**src/rtl/gamepad_pkg.sv**
```systemverilog
// Shared constants for the gamepad conditioner: button indices within a
// joystick, channels per player, and the default auto-repeat eligibility mask.
// Auto-repeat itself is selected by the GAMEPAD_AUTOREPEAT_EN macro in the
// files that import this package.
package gamepad_pkg;

    localparam int BTN_UP          = 0;
    localparam int BTN_DOWN        = 1;
    localparam int BTN_LEFT        = 2;
    localparam int BTN_RIGHT       = 3;
    localparam int BTN_FIRE        = 4;
    localparam int BTNS_PER_PLAYER = 5;

    // Upper bound on joysticks the default mask helper can describe.
    localparam int MAX_PLAYERS  = 32;
    localparam int MAX_CHANNELS = BTNS_PER_PLAYER * MAX_PLAYERS;

    // Directions repeat when held; fire never does, so a held trigger
    // cannot spray shots.
    function automatic logic [MAX_CHANNELS-1:0] default_repeat_mask(input int num_players);
        logic [MAX_CHANNELS-1:0] mask;
        int base;
        mask = '0;
        for (int p = 0; p < num_players && p < MAX_PLAYERS; p++) begin
            base = p * BTNS_PER_PLAYER;
            mask[base + BTN_UP]    = 1'b1;
            mask[base + BTN_DOWN]  = 1'b1;
            mask[base + BTN_LEFT]  = 1'b1;
            mask[base + BTN_RIGHT] = 1'b1;
            mask[base + BTN_FIRE]  = 1'b0;
        end
        return mask;
    endfunction

endpackage

```
**src/rtl/gamepad_channel.sv**
```systemverilog
// One button line: two-flop synchroniser, debounce counter, registered
// press/release edge pulses and, when GAMEPAD_AUTOREPEAT_EN is defined,
// an auto-repeat generator that re-pulses press while the button is held.
module gamepad_channel #(
    parameter int DEBOUNCE_CYCLES = 500000
`ifdef GAMEPAD_AUTOREPEAT_EN
    ,
    parameter int REPEAT_DELAY  = 25000000,
    parameter int REPEAT_PERIOD = 5000000,
    parameter bit REPEAT_EN     = 1'b1
`endif
) (
    input  logic clk,
    input  logic rst_n,
    input  logic raw,
    output logic level,
    output logic press,
    output logic release_edge
);

    localparam int CW = $clog2(DEBOUNCE_CYCLES + 1);
    localparam logic [CW-1:0] CNT_LAST = CW'(DEBOUNCE_CYCLES - 1);

    logic          sync_q1;
    logic          sync_q2;
    logic          sample;
    logic [CW-1:0] cnt;
    logic          accept;
    logic          press_next;

    // Bring the asynchronous pin into the clock domain; idle (released) is 1.
    always_ff @(posedge clk or negedge rst_n) begin
        if (!rst_n) begin
            sync_q1 <= 1'b1;
            sync_q2 <= 1'b1;
        end else begin
            sync_q1 <= raw;
            sync_q2 <= sync_q1;
        end
    end

    assign sample = ~sync_q2;
    assign accept = (sample != level) && (cnt == CNT_LAST);

    // Accept a new level only after it has differed for DEBOUNCE_CYCLES in a row.
    always_ff @(posedge clk or negedge rst_n) begin
        if (!rst_n) begin
            cnt   <= '0;
            level <= 1'b0;
        end else if (sample == level) begin
            cnt <= '0;
        end else if (accept) begin
            level <= sample;
            cnt   <= '0;
        end else begin
            cnt <= cnt + 1'b1;
        end
    end

`ifdef GAMEPAD_AUTOREPEAT_EN
    localparam int REP_MAX = (REPEAT_DELAY > REPEAT_PERIOD) ? REPEAT_DELAY : REPEAT_PERIOD;
    localparam int RW      = $clog2(REP_MAX + 1);
    localparam logic [RW-1:0] DELAY_LAST  = RW'(REPEAT_DELAY - 1);
    localparam logic [RW-1:0] PERIOD_LAST = RW'(REPEAT_PERIOD - 1);

    logic [RW-1:0] rep;
    logic          repeating;
    logic          rep_fire;

    // A release being accepted this cycle suppresses any repeat pulse.
    assign rep_fire = REPEAT_EN && level && !accept &&
                      (rep == (repeating ? PERIOD_LAST : DELAY_LAST));

    // Count held cycles; first interval is the delay, later ones the period.
    always_ff @(posedge clk or negedge rst_n) begin
        if (!rst_n) begin
            rep       <= '0;
            repeating <= 1'b0;
        end else if (!level || accept || !REPEAT_EN) begin
            rep       <= '0;
            repeating <= 1'b0;
        end else if (rep_fire) begin
            rep       <= '0;
            repeating <= 1'b1;
        end else begin
            rep <= rep + 1'b1;
        end
    end

    assign press_next = (accept && sample) || rep_fire;
`else
    assign press_next = accept && sample;
`endif

    // Edge pulses are registered alongside the level update so they line up with it.
    always_ff @(posedge clk or negedge rst_n) begin
        if (!rst_n) begin
            press        <= 1'b0;
            release_edge <= 1'b0;
        end else begin
            press        <= press_next;
            release_edge <= accept && !sample;
        end
    end

endmodule

```
**src/rtl/gamepad_conditioner.sv**
```systemverilog
// Multi-player joystick conditioner: one independent gamepad_channel per
// raw active-low GPIO line (5 per player). Define GAMEPAD_AUTOREPEAT_EN to
// build in auto-repeat for the channels selected by REPEAT_MASK.
module gamepad_conditioner
    import gamepad_pkg::*;
#(
    parameter int NUM_PLAYERS     = 2,
    parameter int DEBOUNCE_CYCLES = 500000,
    parameter int REPEAT_DELAY    = 25000000,
    parameter int REPEAT_PERIOD   = 5000000,
    parameter logic [BTNS_PER_PLAYER*NUM_PLAYERS-1:0] REPEAT_MASK =
        (BTNS_PER_PLAYER*NUM_PLAYERS)'(default_repeat_mask(NUM_PLAYERS))
) (
    input  logic                                   clk,
    input  logic                                   rst_n,
    input  logic [BTNS_PER_PLAYER*NUM_PLAYERS-1:0] i_raw,
    output logic [BTNS_PER_PLAYER*NUM_PLAYERS-1:0] o_level,
    output logic [BTNS_PER_PLAYER*NUM_PLAYERS-1:0] o_press,
    output logic [BTNS_PER_PLAYER*NUM_PLAYERS-1:0] o_release
);

    localparam int N = BTNS_PER_PLAYER * NUM_PLAYERS;

    // Reject configurations the counters and default mask cannot represent.
    if (NUM_PLAYERS < 1 || NUM_PLAYERS > MAX_PLAYERS || DEBOUNCE_CYCLES < 1 ||
        REPEAT_DELAY < 1 || REPEAT_PERIOD < 1 || $bits(REPEAT_MASK) != N) begin : g_param_error
        $error("gamepad_conditioner: illegal parameter value");
    end

    // One fully independent conditioner per line.
    for (genvar i = 0; i < N; i++) begin : g_chan
        gamepad_channel #(
            .DEBOUNCE_CYCLES(DEBOUNCE_CYCLES)
`ifdef GAMEPAD_AUTOREPEAT_EN
            ,
            .REPEAT_DELAY (REPEAT_DELAY),
            .REPEAT_PERIOD(REPEAT_PERIOD),
            .REPEAT_EN    (REPEAT_MASK[i])
`endif
        ) u_chan (
            .clk         (clk),
            .rst_n       (rst_n),
            .raw         (i_raw[i]),
            .level       (o_level[i]),
            .press       (o_press[i]),
            .release_edge(o_release[i])
        );
    end

endmodule

```
**config.mk**
```make
export PLATFORM = sky130hd
export DESIGN_NAME = gamepad_conditioner
export DESIGN_NICKNAME = d
export VERILOG_FILES = /design/src/rtl/gamepad_pkg.sv /design/src/rtl/gamepad_channel.sv /design/src/rtl/gamepad_conditioner.sv
export SDC_FILE = /design/constraint.sdc
export NUM_CORES = 1
export LEC_CHECK = 0
export ABC_AREA = 1
export CAP_MARGIN = 5
export CORE_AREA = 2 2 212 214
export CTS_CLUSTER_DIAMETER = 150
export DETAILED_ROUTE_END_ITERATION = 8
export DIE_AREA = 0 0 214 216
export SYNTH_ARGS = -nofsm -noshare
export SYNTH_HDL_FRONTEND = slang
export SYNTH_SLANG_ARGS = --single-unit
```
**constraint.sdc**
```tcl
create_clock -name clk -period 1.5 [get_ports clk]
set_input_delay 0.45 -clock clk [delete_from_list [all_inputs] [get_ports clk]]
set_output_delay 0.45 -clock clk [all_outputs]
set_load 0.005 [all_outputs]
```
==> results of run 1 <==
[where the power goes]
group / switching (mW) / leakage [nW] / internal [mW]
Combinational: 0.345 / 2.89 / 0.188
Sequential: 0.0634 / 3.26 / 6.59
Clock: 2.77 / 0.488 / 4.24
[layer usage]
layer,global-route usage,vias up,routed length [µm]
met4,0.03939,0,788
met1,0.1587,4978,13220
met3,0.01959,57,1041
met5,0,-,0
met2,0.1994,204,12810
li1,-,5472,-
[worst max path at each step]
| stage | endpoint | slack, ns | from | cells after the start |
|---|---|---|---|---|
| after floorplan | g_chan[9].u_chan.level | 0.16 | g_chan[9].u_chan.sync_q2 | 8 |
| after global placement | g_chan[9].u_chan.cnt[12] | 0.05 | g_chan[9].u_chan.cnt[0] | 8 |
| after detailed placement | g_chan[5].u_chan.cnt[5] | -0.02 | g_chan[5].u_chan.cnt[0] | 8 |
| after CTS | o_level[6] | -0.08 | g_chan[6].u_chan.level | 1 |
| after global routing | o_level[6] | -0.09 | g_chan[6].u_chan.level | 1 |
| final | o_level[6] | -0.05 | g_chan[6].u_chan.level | 1 |
[flip-flops by register name (all words and copies together), names as in the netlist]
| name | flops |
|---|---|
| g_chan.u_chan.cnt | 190 |
| g_chan.u_chan.level | 10 |
| g_chan.u_chan.press | 10 |
| g_chan.u_chan.release_edge | 10 |
| g_chan.u_chan.sync_q1 | 10 |
| g_chan.u_chan.sync_q2 | 10 |
[metrics by stage]
stage / hold WS, ns / area [µm²] / setup TNS (ns)
after floorplan: 0.1544 / 13000 / 0
after global placement: 0.3461 / 14160 / 0
after detailed placement: 0.3473 / 14160 / -0.07193
after CTS: 0.2723 / 15100 / -1.125
after global routing: 0.2814 / 15580 / -2.374
final: 0.3020 / 15580 / -0.2553
[cell families after synthesis]
| group | synth area share |
|---|---|
| adder cells (fa/ha/maj) | 0.009624 |
| AND/OR/NAND/NOR | 0.3599 |
| XOR/XNOR | 0.05793 |
| flip-flops | 0.4639 |
| AO/OA/AOI/OAI | 0.02589 |
| buffers and inverters | 0.08276 |
[final cells by class]
cell class | instances | share of cell area
timing repair buffer | 96 | 0.04875
clock inverter | 11 | 0.005381
tap | 592 | 0.04754
sequential | 240 | 0.3872
multi-input combinational | 1214 | 0.4015
inverter | 213 | 0.05252
clock buffer | 45 | 0.05702
[timing repair]
item                                   CTS  global route
buffers inserted                         9            16
pin swaps                                0            26
gates cloned                             0             0
endpoints found under the hold margin   20             0
setup endpoints to repair               39           136
resized for setup                      129            94
hold buffers                             1             0
[Yosys cell counts (6+ instances only)]
library cell	n
nor2_4	12
a21oi_1	13
inv_1	203
buf_4	30
nand2_1	322
dfstp_2	20
nor3_1	17
nand3_1	135
nor2_2	29
nor2_1	433
nand3b_1	12
inv_2	10
xnor2_1	14
nand2_2	24
o21ai_1	24
dfrtp_1	220
o21ai_0	14
nand4_1	37
ha_1	10
nor3b_1	18
o21bai_1	6
xor2_1	72
nand3_2	9
buf_2	8
==> flow_metrics.tcl, run 1 <==
set metrics [dict create \
    drv_slew 0 \
    synth_top_area_frac 0.4234 \
    antenna_cells 0 \
    multi_input_area_um2 6256 \
    rsz0062_at_grt "true" \
    port_buffers 41 \
    wl_um 27860 \
    slew-limit-headroom 0.7428 \
    worstMarginPinSlew_ns 0.3854 \
    netlist_area_um2 13000 \
    fmax_ghz 0.6452 \
    hold_viol 0 \
    synth_edf_count 0 \
    n_fill_cell 4505 \
    final_cell_mix "417 x nor2_1, 308 x nand2_1, 218 x dfrtp_1" \
    timing.critical_path.buf_inv 1 \
    fin_cells 2411 \
    rr_worst_depth 8 \
    overflow 0 \
    r2r_slack_ns 0 \
    viasPerCell 4.443 \
    syn_avg_cell_area_um2 7.621 \
    path_clk_slew_ns 0.06 \
    power.density_nw_per_um2 911.0 \
    ir_worst_vdd_uv 1003 \
    hold_depth 1 \
    die_height_um 216 \
    yosys_warnings 0 \
    dpl.cell_count 2329 \
    cp-end-kind "primary output" \
    drc_errors 0 \
    final_common_cell "nor2_1" \
    holdPathEnd "g_chan[7].u_chan.sync_q1" \
    yosysTopAreaCell "dfrtp_1" \
    drt-wirelength-per-cell_um 11.55 \
    tritoncts "built" \
    root_buffer "clkbuf_16" \
    crit_fanout 2 \
    cts_buffers 30 \
    crit_type "flop to primary output" \
    dp_hpwl_um 19880 \
    start_util 0.2966 \
    fin_crit_sh 1.033 \
    critPathArrivalTime_ns 1.10 \
    gp_congestion 0.9245 \
    netlist_top_cells_area "dfrtp_1 42%, nor2_1 13%, nand2_1 9.3%" \
    ant_nets 0 \
    min_from "i_raw[7]" \
    cpMaxStageDelayCell "dfrtp_1" \
    antenna_found_initial 0 \
    violations "negative setup slack" \
    cts.sinks 240 \
    cp.required_ns 1.05 \
    maxCapViolCount 0 \
    clk_path_buf_depth 3 \
    finalWorstSetupSlack_ns -0.04980 \
    p_total_mw 14.19 \
    synth-seq-area-share 0.4639 \
    syn_inst 1706 \
    outcome "finished, violations left" \
    nNetsFinal 1817 \
    crit_family "flip-flops" \
    cellLeakagePower_nw 6.635 \
    r2r_end "g_chan[0].u_chan.cnt[0]" \
    drtIter0Drc 780 \
    ys_ff_latch 240 \
    slowest_delay_ns 0.41 \
    die-area_um2 46220 \
    syn2layout_area_growth_pct 19.83 \
    fp-row-count 77 \
    post-route-util 0.3554 \
    ff_latch_area_um2 6033 \
    clk_latency_ns 0.55 \
    drive_gt1_frac 0.1677 \
    async_flop_share 1.000 \
    synthFlopType "dfrtp_1" \
    vias 10711 \
    io_pins 42 \
    period_needed_ns 1.550 \
    core_um2 43840 \
    dp_slack_ns -0.01919 \
    drtPass1Iterations 5 \
    grt_max_degree 43 \
    syn-num-nets 1728 \
    grt_pass1_vias 10424 \
    setup_viol 14 \
    die_w_um 214 \
    holdCritPathClass "input pin to flop" \
    rr_startpoint "g_chan[0].u_chan.cnt[0]" \
    grt_pass1_wl_um 47850 \
    path_cells "buf_2" \
    start_kind "flop" \
    fin_skew_ns 0.01062 \
    h-tree-depth 1 \
    grt_usage 0.1198 \
    synth_cell_types 32 \
]
(Power assumes the default switching activity.)
==> run 2, diff against run 1 <==
- ABC_AREA: 1 -> unset
- CORE_AREA: 2 2 212 214 -> 2 2 200 202
- DIE_AREA: 0 0 214 216 -> 0 0 202 204
- PLACE_DENSITY_LB_ADDON: unset -> 0.15
==> run 2 against run 1 <==
The run still ends with negative setup slack left. Largest power group unchanged. Cell count fell by 13%. Clock power is 11% higher. Critical endpoint is now g_chan[7].u_chan.cnt[8]. Area after synthesis down 11%. Largest cell class unchanged. Maximum frequency fell by 17%. Setup slack got worse by 0.33 ns. Total power grew 8.4%. First-iteration DRC count fell by 54%. Critical path depth rose by 4.
==> flow_metrics.tcl, run 2 <==
set metrics [dict create \
    syn_avg_cell_area_um2 9.957 \
    drt-wirelength-per-cell_um 13.10 \
    syn2layout_area_growth_pct 51.90 \
    holdPathEnd "g_chan[4].u_chan.sync_q1" \
    antenna_found_initial 0 \
    die_height_um 204 \
    gp_congestion 0.7730 \
    maxCapViolCount 0 \
    ant_nets 0 \
    power.internal_mw 11.91 \
    pwr-share-comb 0.059 \
    netlist_area_um2 11540 \
    fp-row-count 73 \
    h-tree-depth 1 \
    final_common_cell "buf_4" \
    cp.required_ns 1.94 \
    vias 9532 \
    die_w_um 202 \
    synth_top_area_frac 0.4771 \
    p_seq_frac 0.435 \
    min_from "i_raw[4]" \
    dp_hpwl_um 17870 \
    start_util 0.2945 \
    drv_slew 0 \
    crit_fanout 8 \
    clk_path_buf_depth 3 \
    power.density_nw_per_um2 877.5 \
    wl_um 27490 \
    synth_cell_types 47 \
    hold_viol 0 \
    slew-limit-headroom 0.7329 \
    cts_buffers 31 \
    ys_ff_latch 240 \
    fmax_ghz 0.5326 \
    yosys-top-cells-count "220 x dfrtp_1, 213 x nor2_1, 112 x xnor2_1" \
    drtIter0Drc 361 \
    grt_usage 0.1355 \
    overflow 0 \
    io_pins 42 \
    ir_worst_vdd_uv 751.8 \
    path_clk_slew_ns 0.06 \
    syn-num-nets 1181 \
    top_register "g_chan.u_chan.cnt" \
    setup_viol 197 \
    r2r_end "g_chan[7].u_chan.cnt[8]" \
    final_cell_mix "320 x buf_4, 216 x dfrtp_1, 114 x nor2_1" \
    netlist_top_cells_area "dfrtp_1 48%, xnor2_1 8.5%, nor2_1 6.9%" \
    cellLeakagePower_nw 7.342 \
    synthFlopType "dfrtp_1" \
    p_total_mw 15.38 \
    finalWorstSetupSlack_ns -0.3775 \
    die-area_um2 41210 \
    core_um2 39180 \
    rr_startpoint "g_chan[7].u_chan.cnt[6]" \
    drc_errors 0 \
    fin_crit_sh 1.252 \
    synthMostInstantiatedCell "dfrtp_1" \
    fin_skew_ns 0.01899 \
    async_flop_share 1.000 \
    largest_register_ffs 190 \
    cp-end-kind "flop" \
    synth-seq-area-share 0.5226 \
    post-route-util 0.4474 \
    port_buffers 41 \
    grt_pass1_wl_um 47330 \
    tritoncts "built" \
    power.share.clock 0.506 \
    antenna_cells 0 \
    r2r_slack_ns -0.38 \
    outcome "finished, violations left" \
    violations "negative setup slack" \
    holdCritPathClass "input pin to flop" \
    cts.sinks 240 \
    worstMarginPinSlew_ns 0.3978 \
    swShare 0.2256 \
    syn_inst 1159 \
    start_kind "flop" \
    viasPerCell 4.543 \
    clk_latency_ns 0.56 \
    switchingPower_mw 3.471 \
    grt_max_degree 56 \
    drive_gt1_frac 0.4456 \
    rr_worst_depth 5 \
    rsz0062_at_grt "true" \
    nNetsFinal 1571 \
    dp_slack_ns -0.4640 \
    grt_pass1_vias 9831 \
    yosysTopAreaCell "dfrtp_1" \
    fin_tns_setup_ns -37.05 \
    crit_type "flop to flop" \
    hold_ws_ns 0.2886 \
    drtPass1Iterations 4 \
    root_buffer "clkbuf_16" \
    synth_edf_count 0 \
    hold_depth 1 \
    period_needed_ns 1.877 \
    yosys_warnings 0 \
    critPathArrivalTime_ns 2.32 \
]
-- run 2: changes by cell type in the layout (fill, tap and decap cells not counted), moves of 28 or more --
cell / delta
nand2_1: -254
nor2_1: -303
nand4_1: +28
nand2_2: -28
nand3_1: -72
xnor2_1: +96
nor2_2: +47
inv_1: -144
nor4_1: +28
buf_4: +272
-- run 2: power by group through the flow --
stage / Combinational, mW / Sequential, mW / Clock [mW]
floorplan: 0.282 / 6.79 / 0
global route: 1.01 / 6.70 / 8.39
finish: 0.906 / 6.69 / 7.79
CTS: 0.851 / 6.68 / 8.11
global placement: 0.717 / 6.79 / 0
detailed placement: 0.721 / 6.80 / 0
-- run 2: area by class of cell --
class / count / area (µm²)
Tap cell: 525 / 656.9
Timing Repair Buffer: 412 / 3477
Multi-Input combinational cell: 814 / 6102
Sequential cell: 240 / 6036
Inverter: 50 / 187.7
Fill cell: 3655 / 21650
Clock buffer: 42 / 867.1
Clock inverter: 15 / 202.7
-- run 2: cells by family (layout without fill, tap and decap cells) --
family                     after synthesis  count (layout)  synth area share
adders and majority gates               10              10           0.01084
muxes                                    8               8          0.007264
and+or+nand+nor                        584             584            0.2599
xor gates and xnor gates               158             158            0.1199
buffers and inverters                  105             519           0.04901
DFF                                    240             240            0.5226
AOI/OAI and AO/OA                       54              54           0.03047
-- run 2: layer usage --
| layer | GRT usage | part of all wire |
|---|---|---|
| met1 | 0.1800 | 0.47 |
| met3 | 0.01897 | 0.030 |
| met4 | 0.03992 | 0.021 |
| met2 | 0.2299 | 0.48 |
| met5 | 0 | 0 |
-- run 2: metrics by stage --
stage                     cells  instance area (µm²)
after floorplan            1159                11960
after global placement     1973                15010
after detailed placement   1973                15010
after CTS                  2078                16840
after global routing       2098                17530
final                      2098                17530
-- run 2: critical path: stages, from the launching register on --
cell and delay [ns]:
dfrtp_1 0.37, or4b_1 0.49, or4_4 0.47, o21bai_4 0.20, clkbuf_16 0.18, nor2_1 0.04
-- run 2: worst max-delay path by stage --
stage	startpoint	endpoint	slack [ns]
detailed placement	g_chan[7].u_chan.cnt[7]	g_chan[7].u_chan.cnt[17]	-0.46
CTS	g_chan[7].u_chan.cnt[6]	g_chan[7].u_chan.cnt[12]	-0.36
global route	g_chan[7].u_chan.cnt[7]	g_chan[7].u_chan.cnt[8]	-0.45
floorplan	g_chan[7].u_chan.cnt[7]	g_chan[7].u_chan.cnt[10]	-0.43
global placement	g_chan[7].u_chan.cnt[7]	g_chan[7].u_chan.cnt[17]	-0.44
finish	g_chan[7].u_chan.cnt[6]	g_chan[7].u_chan.cnt[8]	-0.38
-- run 2: timing repair --
| item | CTS | global route |
|---|---|---|
| gates cloned | 7 | 5 |
| hold buffers | 1 | 0 |
| pin swaps | 49 | 31 |
| hold endpoints to repair | 64 | 0 |
| setup endpoints to repair | 237 | 242 |
| resized for setup | 235 | 127 |
| setup buffers | 40 | 19 |
